File: config.mk
export PLATFORM = sky130hd
export DESIGN_NAME = ddr_oserdes
export DESIGN_NICKNAME = d
export VERILOG_FILES = /design/src/rtl/oserdes_pkg.sv /design/src/rtl/oserdes_lane.sv /design/src/rtl/ddr_oserdes.sv
export SDC_FILE = /design/constraint.sdc
export NUM_CORES = 1
export LEC_CHECK = 0
export CORE_ASPECT_RATIO = 1.4
export CORE_MARGIN = 2
export CORE_UTILIZATION = 50
export CTS_CLUSTER_DIAMETER = 150
export DETAILED_ROUTE_END_ITERATION = 10
export GPL_TIMING_DRIVEN = 0
export PLACE_DENSITY = 0.76
export SETUP_SLACK_MARGIN = 0.1
export SLEW_MARGIN = 20
export SYNTH_ARGS = -nofsm -noshare
export SYNTH_HDL_FRONTEND = slang
export SYNTH_SLANG_ARGS = --single-unit
File: constraint.sdc
create_clock -name clk -period 2.7 [get_ports clk]
set_clock_uncertainty 0.15 [all_clocks]
set_input_delay 0.54 -clock clk [delete_from_list [all_inputs] [get_ports clk]]
set_output_delay 0.54 -clock clk [all_outputs]
set_load 0.01 [all_outputs]
File: src/rtl/oserdes_pkg.sv
// Shared constants, types and helpers for the ddr_oserdes serializer family.
// The lane-slice macro gives the LSB of lane n inside a packed LANES*RATIO word.
`ifndef OSERDES_PKG_SV
`define OSERDES_PKG_SV
`define OSERDES_LANE_LSB(n, r) ((n) * (r))

package oserdes_pkg;

    localparam int unsigned DEF_LANES = 2;
    localparam int unsigned DEF_RATIO = 4;

    typedef enum logic {
        SH_IDLE   = 1'b0,
        SH_ACTIVE = 1'b1
    } sh_state_e;

    function automatic int unsigned clog2(input int unsigned v);
        int unsigned r;
        r = 0;
        while ((32'd1 << r) < v) r = r + 1;
        return r;
    endfunction

endpackage

`endif

File: src/rtl/oserdes_lane.sv
// One serial lane: hold slice, shifter slice and the registered output bit.
// All strobes arrive pre-qualified by the shared control in ddr_oserdes.
module oserdes_lane
    import oserdes_pkg::*;
#(
    parameter int unsigned RATIO     = DEF_RATIO,
    parameter bit          MSB_FIRST = 1'b0,
    parameter logic        IDLE_VAL  = 1'b0
) (
    input  logic             clk,
    input  logic             reset,
    input  logic             set,
    input  logic             hold_wr,
    input  logic             load_hold,
    input  logic             load_in,
    input  logic             advance,
    input  logic             go_idle,
    input  logic [RATIO-1:0] din,
    output logic             q
);

    logic [RATIO-1:0] hold_q, hold_d;
    logic [RATIO-1:0] sh_q, sh_d;
    logic             q_q, q_d;

    function automatic logic first_bit(input logic [RATIO-1:0] w);
        return MSB_FIRST ? w[RATIO-1] : w[0];
    endfunction

    // The shifter keeps only the bits still to leave, pre-aligned to the exit end.
    function automatic logic [RATIO-1:0] remaining(input logic [RATIO-1:0] w);
        return MSB_FIRST ? (w << 1) : (w >> 1);
    endfunction

    always_comb begin
        hold_d = hold_q;
        sh_d   = sh_q;
        q_d    = q_q;
        if (hold_wr) hold_d = din;
        if (load_hold) begin
            q_d  = first_bit(hold_q);
            sh_d = remaining(hold_q);
        end else if (load_in) begin
            q_d  = first_bit(din);
            sh_d = remaining(din);
        end else if (advance) begin
            q_d  = first_bit(sh_q);
            sh_d = remaining(sh_q);
        end else if (go_idle) begin
            q_d = IDLE_VAL;
        end
        if (reset) begin
            q_d = IDLE_VAL;
        end else if (set) begin
            q_d = 1'b1;
        end
    end

    always_ff @(posedge clk) begin
        hold_q <= hold_d;
        sh_q   <= sh_d;
        q_q    <= q_d;
    end

    assign q = q_q;

endmodule

File: src/rtl/ddr_oserdes.sv
// Multi-lane valid/ready output serializer with a one-word holding buffer.
// Shared control (counter, state, hold flag, handshake) lives here; data lives in the lanes.
module ddr_oserdes
    import oserdes_pkg::*;
#(
    parameter int unsigned LANES     = DEF_LANES,
    parameter int unsigned RATIO     = DEF_RATIO,
    parameter bit          MSB_FIRST = 1'b0,
    parameter logic        IDLE_VAL  = 1'b0
) (
    input  logic                   clk,
    input  logic                   reset,
    input  logic                   ce,
    input  logic                   set,
    input  logic                   in_valid,
    input  logic [LANES*RATIO-1:0] in_data,
    output logic                   in_ready,
    output logic [LANES-1:0]       Q,
    output logic                   out_valid,
    output logic                   underrun
);

    localparam int unsigned    CW   = (clog2(RATIO) < 1) ? 1 : clog2(RATIO);
    localparam logic [CW-1:0]  LAST = CW'(RATIO - 1);

    sh_state_e     state_q, state_d;
    logic [CW-1:0] cnt_q, cnt_d;
    logic          hold_full_q, hold_full_d;
    logic          out_valid_q, out_valid_d;
    logic          underrun_q, underrun_d;

    logic accept, load_pt;
    logic hold_wr, load_hold, load_in, advance, go_idle;

    assign in_ready = ce & ~reset & ~set & ~hold_full_q;
    assign accept   = in_valid & in_ready;
    assign load_pt  = (state_q == SH_IDLE) | (cnt_q == LAST);

    always_comb begin
        state_d     = state_q;
        cnt_d       = cnt_q;
        hold_full_d = hold_full_q;
        out_valid_d = out_valid_q;
        underrun_d  = 1'b0;
        hold_wr     = 1'b0;
        load_hold   = 1'b0;
        load_in     = 1'b0;
        advance     = 1'b0;
        go_idle     = 1'b0;
        if (reset | set) begin
            state_d     = SH_IDLE;
            cnt_d       = '0;
            hold_full_d = 1'b0;
            out_valid_d = 1'b0;
        end else if (ce) begin
            if (load_pt) begin
                if (hold_full_q) begin
                    load_hold   = 1'b1;
                    hold_wr     = accept;
                    hold_full_d = accept;
                    state_d     = SH_ACTIVE;
                    cnt_d       = '0;
                    out_valid_d = 1'b1;
                end else if (accept) begin
                    load_in     = 1'b1;
                    state_d     = SH_ACTIVE;
                    cnt_d       = '0;
                    out_valid_d = 1'b1;
                end else begin
                    state_d = SH_IDLE;
                    cnt_d   = '0;
                    // Only a stream that was actually running produces the end-of-stream pulse.
                    if (state_q == SH_ACTIVE) begin
                        go_idle     = 1'b1;
                        out_valid_d = 1'b0;
                        underrun_d  = 1'b1;
                    end
                end
            end else begin
                advance = 1'b1;
                cnt_d   = cnt_q + CW'(1);
                if (accept) begin
                    hold_wr     = 1'b1;
                    hold_full_d = 1'b1;
                end
            end
        end
    end

    always_ff @(posedge clk) begin
        state_q     <= state_d;
        cnt_q       <= cnt_d;
        hold_full_q <= hold_full_d;
        out_valid_q <= out_valid_d;
        underrun_q  <= underrun_d;
    end

    assign out_valid = out_valid_q;
    assign underrun  = underrun_q;

    genvar n;
    generate
        for (n = 0; n < LANES; n++) begin : g_lane
            oserdes_lane #(
                .RATIO     (RATIO),
                .MSB_FIRST (MSB_FIRST),
                .IDLE_VAL  (IDLE_VAL)
            ) u_lane (
                .clk       (clk),
                .reset     (reset),
                .set       (set),
                .hold_wr   (hold_wr),
                .load_hold (load_hold),
                .load_in   (load_in),
                .advance   (advance),
                .go_idle   (go_idle),
                .din       (in_data[`OSERDES_LANE_LSB(n, RATIO) +: RATIO]),
                .q         (Q[n])
            );
        end
    endgenerate

endmodule

==> out/results.tsv <==
metric	value	unit
cts_hold_buf	0	
antenna_found_initial	0	
synth_cell_types	35	
dr.max_layer_used	met4	
port_buffers	16	
wl_met1	909	um
report.final.hold_viol_count	0	
reg2reg_depth	3	
place_inst	130	
die-width	43.0	um
power	0.599	mW
final_common_cell	edfxtp_1	
relSlewSlack	0.582	
yosys_warnings	0	
vias	836	
tightest_slew	0.624	ns
synth_cells	93	
layout_common_cells	14 x edfxtp_1, 13 x clkdlybuf4s50_1, 8 x dfxtp_1	
route.detailed.drc	0	
synth.area.top_cells	edfxtp_1 40%, dfxtp_1 15%, a31oi_1 4.1%, nand4_1 3.5%, o31ai_1 2.8%	
crit_path_end_kind	output pin	
gp_congestion	0.888	
dieArea	2510	um2
synth_area	1060	um2
met3_length	82	um
fin_area	1280	um2
core	2000	um2
filler_cell_count	180	
fin_crit_sh	0.937	
leakage	0.432	nW
critPathKind	input pin to output pin	
dpl_worst_slack	-0.425	ns
met2_length	1.09	mm
p_per_area	469	nW/um2
grtUsageTotal	0.205	
postSynthAreaPerCell	11.4	um2
place_area	1250	um2
viasPerCell	6.24	
layout_setup_ws	0.170	ns
cts_resized	4	
ioPinCount	18	
rows	19	
ys_seq_area_frac	0.547	
maxCapViolCount	0	
slew_violations	0	
peakVddDrop	402	uV
clock.fmax	395	MHz
setup_viol	0	
cts_sinks	22	
htree_levels	1	
hold-path-cell-count	2	
cp.required	2.01	ns
wl_per_cell	16.0	um
insertion_delay	0.32	ns
yosysTopAreaCell	edfxtp_1	
antenna_cells	0	
rsz0062_at_grt	false	
crit_fanout	8	
place_hpwl	1.57	mm
drtIter0Drc	20	
synth.ff_latch_count	22	
run_status	finished clean	
synth_top_area_frac	0.396	
grt_max_degree	13	
grt_overflow	0	
clockBufferDepth	2	
cts_made_buffers	3	
clk_pin_slew	0.12	ns
clock-root-buffer	clkbuf_4	
fin_crit	2.53	ns
synthToLayoutAreaGrowth	20.1	%
route.antenna.remaining_nets	0	
post-route-util	0.639	
fin_cells	134	
worstHoldPathType	flip-flop to flip-flop	
nets	128	
die_h	58.5	um
synth_nets	107	
drive_above_1_share	0.150	
dr.pass1.iters	4	
critical_path_arrival	1.84	ns
cts_tree	yes	
grt_pass1_wl	3.78	mm
post_cts_buffers	0	
grt_pass1_vias	870	
cp-start-kind	input pin	
routed_wl	2.15	mm
start_util	0.532	
==> synthesized netlist by cell type <==
cell type and instances:
dfxtp_1 8, clkinv_8 1, clkbuf_1 1, o31ai_1 4, or4b_1 1, or3_4 1
mux2i_1 1, and3b_1 2, nor3_1 3, nand4_1 6, nor2b_1 2, a31oi_1 7
and2b_1 1, buf_2 1, clkbuf_2 1, o221a_2 1, nand3_1 2, or3b_1 1
ha_1 1, o21ai_0 1, nand2_1 3, inv_1 2, a211oi_1 3, a22o_1 2
a311oi_1 2, edfxtp_1 14, nor3b_1 1, buf_4 3, or3_1 1, nand2b_1 2
nor4_1 4, a21oi_1 3, buf_6 2, nor2_1 4, or2_2 1
==> cell type report <==
class / count / area (um2) / share of cell area
tap: 21 / 26.3 / 0.0206
inverter: 3 / 23.8 / 0.0186
clock inverter: 1 / 3.75 / 0.00294
multi-input combinational: 60 / 408 / 0.320
clock buffer: 3 / 22.5 / 0.0176
sequential: 22 / 581 / 0.455
buffer: 8 / 58.8 / 0.0461
timing repair buffer: 16 / 153 / 0.120
==> flip-flops by register name (all words and copies together), names as in the netlist <==
name,cells
g_lane.u_lane.hold_q,8
g_lane.u_lane.sh_q,6
out_valid,1
cnt_q,2
hold_full_q,1
underrun,1
state_q,1
g_lane.u_lane.q,2
==> per-stage QoR <==
| step | hold slack, ns | TNS, ns |
|---|---|---|
| 5_1_grt | 0.364 | 0 |
| 4_1_cts | 0.335 | 0 |
| 6_report | 0.335 | 0 |
| 3_5_place_dp | 0.315 | -3.82 |
| 2_1_floorplan | 0.296 | 0 |
| 3_3_place_gp | 0.307 | -3.39 |
==> power breakdown <==
part	leakage [nW]	internal [mW]	switching, mW
clock network	0.0154	0.0542	0.103
registers	0.190	0.364	0.00383
logic	0.227	0.0387	0.0353
==> final timing paths <==
check,endpoint,startpoint,slack [ns]
worst min register to register,cnt_q[1],cnt_q[1],0.33
worst min-delay path,cnt_q[1],cnt_q[1],0.33
worst max-delay path,in_ready,ce,0.17
worst max register to register,g_lane[1].u_lane.hold_q[2],hold_full_q,0.58
==> cell families (layout without fill, tap and decap cells) <==
group / count (synthesis) / in the layout / synth area share
AOI/OAI and AO/OA: 23 / 23 / 0.153
muxes: 1 / 1 / 0.00942
DFF: 22 / 22 / 0.547
and+or+nand+nor: 35 / 35 / 0.201
adders and majority gates: 1 / 1 / 0.0118
buffers and inverters: 11 / 31 / 0.0777
==> critical path, stage by stage <==
cell	delay, ns
clkdlybuf4s50_1	0.49
or4b_4	0.46
buf_6	0.17
clkinv_8	0.06
clkbuf_2	0.12
==> layer usage <==
layer,vias up,GRT usage
met2,22,0.329
met5,-,0
met4,0,0.117
li1,407,-
met3,9,0.0429
met1,398,0.255
No activity file was read; power rests on OpenSTA's default activity.
